--- src/rtl/rx_block_lock.sv ---
// rx_block_lock: 64b66b frame-alignment controller (block lock).
// Checks each qualified 2-bit sync header coming out of the rx gearbox.
// While alignment is not yet proven, it pulses o_slip to move the gearbox by
// one bit. It declares o_block_lock once a full window of valid headers is seen.
// While locked, it only gives up lock when too many invalid headers land in one
// window.
//
// State table
//   state        | meaning
//   ST_TEST_SH   | counting qualified headers inside the current test window
//   ST_SLIP      | one clock: raise o_slip, bump the slip counter, clear window
//   ST_SLIP_WAIT | gearbox settling after a slip; all headers are ignored
module rx_block_lock #(
    parameter int SH_CNT_MAX       = 64,
    parameter int SH_INVLD_MAX     = 16,
    parameter int SLIP_WAIT_CYCLES = 8,
    parameter int SLIP_CNT_W       = 16
) (
    input  logic                  i_clk,
    input  logic                  i_reset_n,
    input  logic [1:0]            i_header,
    input  logic                  i_header_valid,
    output logic                  o_slip,
    output logic                  o_block_lock,
    output logic [SLIP_CNT_W-1:0] o_slip_count
);

    localparam int CNT_W  = $clog2(SH_CNT_MAX + 1);
    localparam int INV_W  = $clog2(SH_INVLD_MAX + 1);
    localparam int WAIT_W = $clog2(SLIP_WAIT_CYCLES + 1);

    localparam logic [CNT_W-1:0]  CNT_MAX_L   = CNT_W'(SH_CNT_MAX);
    localparam logic [INV_W-1:0]  INVLD_MAX_L = INV_W'(SH_INVLD_MAX);
    // The wait counter counts down to zero, so loading MAX-1 gives exactly
    // SLIP_WAIT_CYCLES clocks in ST_SLIP_WAIT.
    localparam logic [WAIT_W-1:0] WAIT_LOAD_L = WAIT_W'(SLIP_WAIT_CYCLES - 1);

    typedef enum logic [1:0] {
        ST_TEST_SH   = 2'd0,
        ST_SLIP      = 2'd1,
        ST_SLIP_WAIT = 2'd2
    } state_t;

    state_t                  state_q;
    logic [CNT_W-1:0]        sh_cnt_q;
    logic [INV_W-1:0]        sh_invld_cnt_q;
    logic [WAIT_W-1:0]       wait_cnt_q;
    logic                    slip_q;
    logic                    lock_q;
    logic [SLIP_CNT_W-1:0]   slip_cnt_q;

    logic                    hdr_bad;
    logic [CNT_W-1:0]        sh_cnt_d;
    logic [INV_W-1:0]        sh_invld_cnt_d;
    logic                    win_done;
    logic                    invld_hit;

    // Header classification and the window counters as they would be after this header.
    always_comb begin
        hdr_bad        = ~(i_header[1] ^ i_header[0]);
        sh_cnt_d       = sh_cnt_q + CNT_W'(1);
        sh_invld_cnt_d = sh_invld_cnt_q + INV_W'(hdr_bad);
        win_done       = (sh_cnt_d == CNT_MAX_L);
        invld_hit      = (sh_invld_cnt_d == INVLD_MAX_L);
    end

    // Block-lock state machine with registered slip, lock and slip count.
    always_ff @(posedge i_clk or negedge i_reset_n) begin
        if (!i_reset_n) begin
            state_q        <= ST_TEST_SH;
            sh_cnt_q       <= '0;
            sh_invld_cnt_q <= '0;
            wait_cnt_q     <= '0;
            slip_q         <= 1'b0;
            lock_q         <= 1'b0;
            slip_cnt_q     <= '0;
        end else begin
            slip_q <= 1'b0;
            case (state_q)
                ST_TEST_SH: begin
                    if (i_header_valid) begin
                        if (!lock_q) begin
                            // Any invalid header abandons the acquisition window,
                            // even if the same header would have completed it.
                            if (hdr_bad) begin
                                state_q <= ST_SLIP;
                            end else if (win_done) begin
                                lock_q         <= 1'b1;
                                sh_cnt_q       <= '0;
                                sh_invld_cnt_q <= '0;
                            end else begin
                                sh_cnt_q <= sh_cnt_d;
                            end
                        end else begin
                            // Invalid limit is checked before window completion.
                            if (invld_hit) begin
                                lock_q  <= 1'b0;
                                state_q <= ST_SLIP;
                            end else if (win_done) begin
                                sh_cnt_q       <= '0;
                                sh_invld_cnt_q <= '0;
                            end else begin
                                sh_cnt_q       <= sh_cnt_d;
                                sh_invld_cnt_q <= sh_invld_cnt_d;
                            end
                        end
                    end
                end
                ST_SLIP: begin
                    slip_q         <= 1'b1;
                    sh_cnt_q       <= '0;
                    sh_invld_cnt_q <= '0;
                    wait_cnt_q     <= WAIT_LOAD_L;
                    if (slip_cnt_q != {SLIP_CNT_W{1'b1}}) begin
                        slip_cnt_q <= slip_cnt_q + SLIP_CNT_W'(1);
                    end
                    state_q <= ST_SLIP_WAIT;
                end
                ST_SLIP_WAIT: begin
                    if (wait_cnt_q == '0) begin
                        state_q <= ST_TEST_SH;
                    end else begin
                        wait_cnt_q <= wait_cnt_q - WAIT_W'(1);
                    end
                end
                default: begin
                    state_q        <= ST_TEST_SH;
                    sh_cnt_q       <= '0;
                    sh_invld_cnt_q <= '0;
                end
            endcase
        end
    end

    assign o_slip       = slip_q;
    assign o_block_lock = lock_q;
    assign o_slip_count = slip_cnt_q;

endmodule
--- config.mk ---
export PLATFORM = sky130hd
export DESIGN_NAME = rx_block_lock
export DESIGN_NICKNAME = d
export VERILOG_FILES = /design/src/rtl/rx_block_lock.sv
export SDC_FILE = /design/constraint.sdc
export NUM_CORES = 1
export LEC_CHECK = 0
export CAP_MARGIN = 20
export CORE_MARGIN = 5
export CORE_UTILIZATION = 59
export CTS_CLUSTER_DIAMETER = 100
export CTS_CLUSTER_SIZE = 20
export DETAILED_ROUTE_END_ITERATION = 10
export PLACE_DENSITY = 0.88
export RECOVER_POWER = 50
export SYNTH_ARGS = -nofsm -noshare
export SYNTH_HDL_FRONTEND = slang
export SYNTH_SLANG_ARGS = --single-unit
--- constraint.sdc ---
create_clock -name i_clk -period 6.4 [get_ports i_clk]
set_input_delay 0.64 -clock i_clk [delete_from_list [all_inputs] [get_ports i_clk]]
set_output_delay 0.64 -clock i_clk [all_outputs]
set_load 0.02 [all_outputs]
==> flow_summary.json, run 1 <==
{
  "place_congestion": 0.863,
  "diodes": 0,
  "clkPwrFrac_pct": 20.4,
  "final-hold-violation-count": 0,
  "synth_compound_area_share_pct": 14.1,
  "start_util_pct": 62.5,
  "crit_start": "i_header[1]",
  "synth_ff_type": "dfrtp_1",
  "area_growth_pct": 15.7,
  "cellPowerDensity_nw_per_um2": 276,
  "drc": 0,
  "post_cts_resized": 0,
  "antenna_found_initial": 0,
  "p_int_uw": 397,
  "synth_cell_types": 47,
  "hold_path.class": "flip-flop to flip-flop",
  "mostFrequentLayoutCell": "dfrtp_1",
  "cp_max_fo": 15,
  "synthSimpleGateAreaFrac_pct": 23.3,
  "synth-adder-area-share_pct": 3.22,
  "routed_wl_um": 4040,
  "cts.sinks": 36,
  "hpwl_um": 2870,
  "crit_arrival_ns": 3.10,
  "synthMuxAreaShare_pct": 1.10,
  "peakVddDrop_mv": 0.231,
  "synth_top_family_by_area": "simple AND/OR/NAND/NOR gates",
  "tightest_slew_ns": 1.88,
  "seq_power_share_pct": 50.4,
  "drv_cap": 1,
  "core_area_um2": 3100,
  "place_inst": 261,
  "syn-cell-area_um2": 1940,
  "finalSetupViolCount": 0,
  "setup_tns_ns": 0,
  "rsz0062_at_grt": "no",
  "ys_seq_elements": 36,
  "synth_warnings": 0,
  "status": "finished, violations left",
  "min_from": "wait_cnt_q[0]",
  "clock_latency_ns": 0.33,
  "grt_pass1_wl_um": 7190,
  "period_share_pct": 44.5,
  "yosysTopAreaCell": "dfrtp_1",
  "vias": 1575,
  "grt_pass1_vias": 1593,
  "violations": "capacitance limit, slew limit",
  "final_cells": 270,
  "slew_violations": 37,
  "synth_top_area_share_pct": 46.4,
  "synth-edff-count": 0,
  "fin_worst_skew_ns": 0.00991,
  "switchingPower_uw": 223,
  "grt.overflow.total": 0,
  "dieArea_um2": 4540,
  "yosysSeqAreaShare_pct": 46.4,
  "vias_per_cell": 5.83,
  "holdWs_ns": 0.504,
  "synth_cells": 201,
  "grt_usage_pct": 21.1,
  "postCtsSetupBuffers": 0,
  "avgSynthCellArea_um2": 9.65,
  "max_slew_margin_pct": -25.2,
  "fmax_mhz": 351,
  "cp-start-kind": "primary input",
  "worstSetupPathType": "primary input to flip-flop",
  "die_x_um": 67.4,
  "synthArstFlopShare_pct": 100,
  "leakagePower_nw": 0.922,
  "cts.clk_slew.worst_paths_ns": 0.11,
  "syn-num-nets": 211,
  "clockBufferDepth": 2,
  "hold_buffers": 0,
  "combinationalPowerShare_pct": 29.1,
  "cp.required_ns": 6.66,
  "fp.dieH_um": 67.4,
  "final_cell_mix": "36 x dfrtp_1, 20 x nand2_1, 20 x clkdlybuf4s50_1, 15 x nand3_1, 13 x nor2_1",
  "port_buffers": 22,
  "synth_xor_area_share_pct": 7.67,
  "root_buffer": "clkbuf_4",
  "synth_area_leaders": "dfrtp_1 46%, xnor2_1 4.5%, nand2_1 3.9%",
  "cts_tree": "done",
  "finalCriticalPeriod_ns": 2.85,
  "drive_gt1_share_pct": 7.08,
  "drtAntennaViolNets": 0,
  "rr_startpoint": "sh_invld_cnt_q[0]",
  "h-tree-depth": 2,
  "firstDrtPassIters": 4,
  "switching_share_pct": 35.9,
  "wire_per_inst_um": 15.0,
  "io_pins": 23,
  "placementRows": 20,
  "finalNetCount": 235,
  "numCtsBuffers": 5,
  "grt_start_max_net_pins": 37,
  "endpoint_kind": "flip-flop",
  "drtIter0Drc": 242
}
-- layout make-up --
type,instances,area [µm²]
clock inverter,2,10.0
inverter,12,45.0
clock buffer,6,51.3
timing repair buffer,24,231
fill,241,857
tap,44,55.1
sequential,36,901
multi-input combinational,146,952
-- stage by stage --
stage	total power, mW	utilization [%]	cell area, µm²	setup slack (ns)
global route	0.669	72.4	2250	3.34
floorplan	0.428	-	1940	3.92
global placement	0.488	70.5	2190	3.04
detailed placement	0.498	70.5	2190	2.90
CTS	0.627	72.5	2250	3.27
finish	0.620	72.4	2250	3.55
-- flip-flops by register name, indices dropped and copies added, names as in the netlist --
| signal | count |
|---|---|
| o_slip | 1 |
| o_slip_count | 16 |
| state_q | 2 |
| sh_cnt_q | 7 |
| wait_cnt_q | 4 |
| sh_invld_cnt_q | 5 |
| o_block_lock | 1 |
-- path summary, 6_finish.rpt --
kind,end,slack [ns],cells after the start
setup / recovery,sh_cnt_q[3],3.55,10
hold / removal,wait_cnt_q[0],0.50,1
setup reg to reg,sh_cnt_q[3],4.04,8
hold reg to reg,wait_cnt_q[0],0.50,1
max in group asynchronous,o_slip,3.97,2
min in group asynchronous,sh_cnt_q[6],1.35,2
-- worst max-delay path, stage by stage --
cell and delay (ns):
clkdlybuf4s50_1 0.43, xnor2_1 0.17, ha_1 0.24, ha_1 0.24
and2_1 0.16, a21oi_1 0.17, o2bb2ai_1 0.15, buf_4 0.21
or4_1 0.50, a21oi_1 0.17
-- power groups by stage --
stage | registers (mW) | logic (mW) | clock network, mW
2_1_floorplan | 0.317 | 0.111 | 0
3_3_place_gp | 0.314 | 0.174 | 0
3_5_place_dp | 0.317 | 0.181 | 0
4_1_cts | 0.312 | 0.183 | 0.132
5_1_grt | 0.320 | 0.205 | 0.144
6_report | 0.313 | 0.181 | 0.127
-- per-layer routing --
layer	global-route usage, %	part of all wire [%]
met4	6.58	1.3
met3	6.82	4.6
met5	0	0
met2	34.0	48
met1	27.1	46
-- cells in the mapped netlist, drive strengths merged (5+ instances only) --
| cell | count |
|---|---|
| xnor2 | 10 |
| dfrtp | 36 |
| a211oi | 5 |
| inv | 12 |
| ha | 5 |
| nor2 | 13 |
| nand3 | 15 |
| a21oi | 9 |
| nand2 | 20 |
| nand2b | 6 |
| nand4 | 5 |
| xor2 | 7 |
| o32ai | 5 |
-- cell families (layout without fill, tap and decap cells) --
logic type / count (synthesis) / in the layout
fa+ha+maj: 5 / 5
simple gates: 85 / 85
buf+inv: 19 / 44
flops: 36 / 36
mux: 2 / 2
compound gates: 37 / 37
xor+xnor: 17 / 17
No activity file was read; power rests on OpenSTA's default activity.
==> run 2, diff against run 1 <==
--- a/config.mk
+++ b/config.mk
@@ -7,11 +7,11 @@
 export LEC_CHECK = 0
 export CAP_MARGIN = 20
 export CORE_MARGIN = 5
-export CORE_UTILIZATION = 59
+export CORE_UTILIZATION = 55
 export CTS_CLUSTER_DIAMETER = 100
 export CTS_CLUSTER_SIZE = 20
 export DETAILED_ROUTE_END_ITERATION = 10
-export PLACE_DENSITY = 0.88
+export PLACE_DENSITY = 0.83
 export RECOVER_POWER = 50
 export SYNTH_ARGS = -nofsm -noshare
 export SYNTH_HDL_FRONTEND = slang
==> constraint.sdc (replaced) <==
create_clock -name i_clk -period 2.8 [get_ports i_clk]
set_input_delay 0.28 -clock i_clk [delete_from_list [all_inputs] [get_ports i_clk]]
set_output_delay 0.28 -clock i_clk [all_outputs]
set_load 0.02 [all_outputs]
==> run 2 against run 1 <==
  * The flow still finishes with violations (capacitance limit, slew limit)
  * Register-to-register slack lost 3.5 ns
  * Worst hold slack better by 0.012 ns
  * Sequential share of layout area decreased by 0.067 points
  * Global-route usage fell by 3.9 points
  * Via count is 0.63% lower
  * Utilization shrank 6.0 points
  * Clock-buffer cell count is 1 higher
  * Cell area is 0.17% higher
  * Worst setup slack got worse by 3.1 ns
  * Sequential power up 130%
  * First-iteration DRC count down 29%
  * Largest power group unchanged
==> flow_summary.json, run 2 (synthesis results as in run 1) <==
{
  "h-tree-depth": 2,
  "mostFrequentLayoutCell": "dfrtp_1",
  "violations": "capacitance limit, slew limit",
  "critPathTopFamily": "buffers and inverters",
  "antenna_found_initial": 0,
  "status": "finished, violations left",
  "drtAntennaViolNets": 0,
  "io_pins": 23,
  "vias": 1565,
  "finalPower_mw": 1.42,
  "cts.sinks": 36,
  "cp-start-kind": "primary input",
  "holdWs_ns": 0.516,
  "firstDrtPassIters": 5,
  "cellPowerDensity_nw_per_um2": 631,
  "slowest_delay_ns": 0.51,
  "slew_violations": 37,
  "hold_buffers": 0,
  "numCtsBuffers": 5,
  "final-hold-violation-count": 0,
  "root_buffer": "clkbuf_4",
  "core_area_um2": 3390,
  "hpwl_um": 2690,
  "routed_wl_um": 3880,
  "drc": 0,
  "diodes": 0,
  "worstSetupPathType": "primary input to flip-flop",
  "vias_per_cell": 5.75,
  "whs_endpoint": "wait_cnt_q[0]",
  "fin_worst_skew_ns": 0.00903,
  "finalNetCount": 235,
  "dieArea_um2": 4820,
  "rr_endpoint": "sh_cnt_q[4]",
  "hold_path.class": "flip-flop to flip-flop",
  "hold_depth": 1,
  "grt_pass1_vias": 1529,
  "crit_start": "i_header[0]",
  "period_share_pct": 85.4,
  "path_buf_inv": 2,
  "wire_per_inst_um": 14.3,
  "largest_reg_flops": 16,
  "max_slew_margin_pct": -25.0,
  "grt_start_max_net_pins": 37,
  "drtIter0Drc": 173,
  "postCtsSetupBuffers": 0,
  "cts_tree": "done",
  "peakVddDrop_mv": 0.459,
  "crit_arrival_ns": 2.67,
  "slowest_stage": "or4_1",
  "post_cts_resized": 0,
  "clock_latency_ns": 0.36,
  "area_growth_pct": 15.9,
  "finalCriticalPeriod_ns": 2.39,
  "fmax_mhz": 418,
  "r2r_slack_ns": 0.52,
  "start_util_pct": 57.3,
  "fin_util_pct": 66.4,
  "placed_area_um2": 2200,
  "grt_usage_pct": 17.2,
  "grt_pass1_wl_um": 6790,
  "grt.overflow.total": 0,
  "r2r_cells": 8,
  "setup_tns_ns": 0,
  "rsz0062_at_grt": "no",
  "fill_cells": 270,
  "die_x_um": 69.4,
  "cp.required_ns": 3.08,
  "finalSetupViolCount": 0,
  "endpoint_kind": "flip-flop",
  "final_area_um2": 2250,
  "port_buffers": 22,
  "cts.clk_slew.worst_paths_ns": 0.11,
  "leakagePower_nw": 0.931,
  "drv_cap": 1,
  "cp_max_fo": 16,
  "place_congestion": 0.844,
  "drive_gt1_share_pct": 6.64,
  "path_cells": "clkdlybuf4s50_1 -> xnor2_1 -> ha_1 -> ha_1 -> nor2_1 -> a21oi_1 -> o2bb2ai_1 -> buf_4 -> or4_1 -> a21oi_1",
  "tightest_slew_ns": 1.87,
  "clockBufferDepth": 2,
  "placementRows": 21,
  "fp.dieH_um": 69.4,
  "min_from": "wait_cnt_q[0]",
  "rr_startpoint": "sh_invld_cnt_q[0]",
  "final_cell_mix": "36 x dfrtp_1, 20 x nand2_1, 15 x nand3_1, 15 x clkdlybuf4s50_1, 13 x nor2_1"
}
-- run 2: per-stage QoR --
stage / std cells / setup WS (ns)
6_report: 272 / 0.410
5_1_grt: 272 / 0.183
4_1_cts: 272 / 0.447
3_5_place_dp: 264 / 0.0749
3_3_place_gp: 264 / 0.174
2_1_floorplan: 201 / 0.684
-- run 2: worst reg2reg max path, cell delays in order (launching register included) --
cell and delay, ns:
dfrtp_1 0.40, ha_1 0.24, ha_1 0.25, and2_1 0.16, a21oi_1 0.20, o2bb2ai_1 0.10
buf_4 0.19, or4_1 0.51, a21oi_1 0.16
-- run 2: per-layer routing --
metal / vias up / track usage [%] / share of wire [%]
met4: 0 / 6.94 / 1.9
met1: 737 / 21.3 / 46
li1: 770 / - / -
met3: 9 / 4.78 / 5.5
met5: - / 0 / 0
met2: 49 / 28.4 / 47
-- run 2: layout make-up --
type | count | area (µm²) | share of cell area [%]
Multi-Input combinational cell | 146 | 952 | 42.3
Sequential cell | 36 | 901 | 40.0
Timing Repair Buffer | 24 | 231 | 10.3
Tap cell | 46 | 57.6 | 2.56
Clock buffer | 7 | 55.1 | 2.45
Inverter | 12 | 45.0 | 2.00
Clock inverter | 1 | 7.51 | 0.334
-- run 2: worst max-delay path by stage --
stage | endpoint | cells past startpoint | slack (ns)
after floorplan | sh_cnt_q[1] | 9 | 0.68
after global placement | sh_cnt_q[3] | 10 | 0.17
after detailed placement | sh_cnt_q[5] | 10 | 0.07
after CTS | sh_cnt_q[3] | 10 | 0.45
after global routing | sh_cnt_q[5] | 10 | 0.18
final | sh_cnt_q[4] | 10 | 0.41
-- run 2: power breakdown --
part	switching [mW]	leakage, nW	total (mW)	internal [mW]
clock	0.183	0.0315	0.306	0.123
sequential	0.106	0.480	0.709	0.603
combinational	0.223	0.419	0.405	0.183
total	0.512	0.931	1.42	0.908
==> run 3, diff against run 2 <==
--- a/config.mk
+++ b/config.mk
@@ -6,6 +6,7 @@
 export NUM_CORES = 1
 export LEC_CHECK = 0
 export CAP_MARGIN = 20
+export CORE_ASPECT_RATIO = 0.9
 export CORE_MARGIN = 5
 export CORE_UTILIZATION = 55
 export CTS_CLUSTER_DIAMETER = 100
==> run 3 against run 2 <==
  * The flow still finishes with violations (capacitance limit, slew limit)
  * Register-to-register slack improved by 0.02 ns
  * Largest power group unchanged
  * Power increased by 11%
  * Global-route usage increased by 2.3 points
  * Cell count decreased by 0.74%
  * Fmax decreased by 2.5%
  * Highest routed layer unchanged
  * Worst setup slack got worse by 0.060 ns
  * Worst hold slack got worse by 0.022 ns
  * Critical path type unchanged
  * Cell area increased by 2.2%
  * Sequential share of layout area decreased by 0.85 points
==> flow_summary.json, run 3 (synthesis results as in run 1) <==
{
  "fin_worst_skew_ns": 0.00864,
  "leakagePower_nw": 0.958,
  "hold_buffers": 0,
  "start_util_pct": 57.4,
  "wire_per_inst_um": 15.0,
  "cp-start-kind": "primary input",
  "setup_tns_ns": 0,
  "root_buffer": "clkbuf_8",
  "firstDrtPassIters": 4,
  "hpwl_um": 2810,
  "seqCellArea_um2": 901,
  "min_from": "o_slip_count[15]",
  "rr_startpoint": "sh_invld_cnt_q[0]",
  "worstSetupPathType": "primary input to flip-flop",
  "endpoint_kind": "flip-flop",
  "port_buffers": 22,
  "period_share_pct": 87.5,
  "grt_pass1_vias": 1630,
  "cp.required_ns": 3.02,
  "setup_slack_ns": 0.350,
  "r2r_cells": 8,
  "cts_tree": "done",
  "cellPowerDensity_nw_per_um2": 687,
  "place_congestion": 0.913,
  "pre_cts_ws_ns": 0.0485,
  "clock_latency_ns": 0.30,
  "drtIter0Drc": 189,
  "max_slew_margin_pct": -26.5,
  "rsz0062_at_grt": "no",
  "vias": 1618,
  "rr_endpoint": "sh_cnt_q[4]",
  "antenna_found_initial": 0,
  "fp.dieH_um": 66.4,
  "cts.sinks": 36,
  "multi_input_area_um2": 958,
  "routed_wl_um": 4040,
  "h-tree-depth": 2,
  "placed_area_um2": 2190,
  "finalNetCount": 235,
  "grt_pass1_wl_um": 7230,
  "fmax_mhz": 408,
  "post_cts_resized": 0,
  "dieArea_um2": 4820,
  "diodes": 0,
  "grt_usage_pct": 19.6,
  "io_pins": 23,
  "status": "finished, violations left",
  "mostFrequentLayoutCell": "dfrtp_1",
  "vias_per_cell": 5.99,
  "r2r_slack_ns": 0.54,
  "final_area_um2": 2300,
  "drc": 0,
  "core_area_um2": 3380,
  "finalCriticalPeriod_ns": 2.45,
  "peakVddDrop_mv": 0.502,
  "fill_cells": 266,
  "hold_path.class": "flip-flop to flip-flop",
  "grt.overflow.total": 0,
  "slew_violations": 37,
  "finalSetupViolCount": 0,
  "whs_endpoint": "o_slip_count[15]",
  "postCtsSetupBuffers": 0,
  "cts.clk_slew.worst_paths_ns": 0.08,
  "drv_cap": 1,
  "clockBufferDepth": 2,
  "hold_depth": 1,
  "tightest_slew_ns": 1.90,
  "finalPower_mw": 1.58,
  "holdWs_ns": 0.494,
  "drive_gt1_share_pct": 7.08,
  "cp_max_fo": 16,
  "final-hold-violation-count": 0,
  "final_cell_mix": "36 x dfrtp_1, 20 x nand2_1, 15 x nand3_1, 14 x clkdlybuf4s50_1, 13 x nor2_1",
  "crit_arrival_ns": 2.67,
  "drtAntennaViolNets": 0,
  "grt_start_max_net_pins": 37,
  "largest_reg_flops": 16,
  "placementRows": 20,
  "numCtsBuffers": 5,
  "violations": "capacitance limit, slew limit",
  "die_x_um": 72.6,
  "area_growth_pct": 18.4
}
run 3: changes by cell type in the layout (fill, tap and decap cells not counted), sizes merged:
cell,before,now
clkdlybuf4s50,15,14
clkinvlp,1,0
dlygate4sd3,7,8
clkbuf,8,7
clkinv,0,1
bufinv,0,1
run 3: through the flow:
step | utilization, % | cells
after floorplan | - | 201
after global placement | 65.0 | 262
after detailed placement | 65.0 | 262
after CTS | 68.1 | 270
after global routing | 68.0 | 270
final | 68.0 | 270
run 3: area by class of cell:
cell class	count	share of cell area, %
flip-flops and latches	36	39.2
clock inverters	2	1.52
well taps	44	2.40
inverters	12	1.96
multi-input cells	146	41.7
repair buffers	24	10.1
clock buffers	6	3.16
run 3: worst max path at each step:
stage	from	end	slack, ns
6_report	i_header[0]	sh_cnt_q[4]	0.35
5_1_grt	i_header[0]	sh_cnt_q[3]	0.17
4_1_cts	i_header[0]	sh_cnt_q[4]	0.36
3_5_place_dp	i_header[0]	sh_cnt_q[4]	0.05
3_3_place_gp	i_header[0]	sh_cnt_q[4]	0.17
2_1_floorplan	i_header[0]	sh_cnt_q[1]	0.68
run 3: critical path: stages:
cell and delay [ns]:
clkdlybuf4s50_1 0.41, xnor2_1 0.26, ha_1 0.27, ha_1 0.24, nor2_1 0.06, a21oi_1 0.17, o2bb2ai_1 0.10, buf_4 0.19
or4_1 0.53, a21oi_1 0.18
run 3: metal layers:
metal,GRT usage (%),part of all wire (%)
met3,6.84,6.2
met5,0,0
met2,30.7,46
met4,7.83,2.2
met1,24.5,46
run 3: report_power, final:
part           total [mW]  switching, mW  internal (mW)  leakage (nW)
Sequential          0.713          0.109          0.604         0.480
Clock               0.457          0.193          0.264        0.0552
Combinational       0.408          0.226          0.183         0.422
Total                1.58          0.528           1.05         0.958
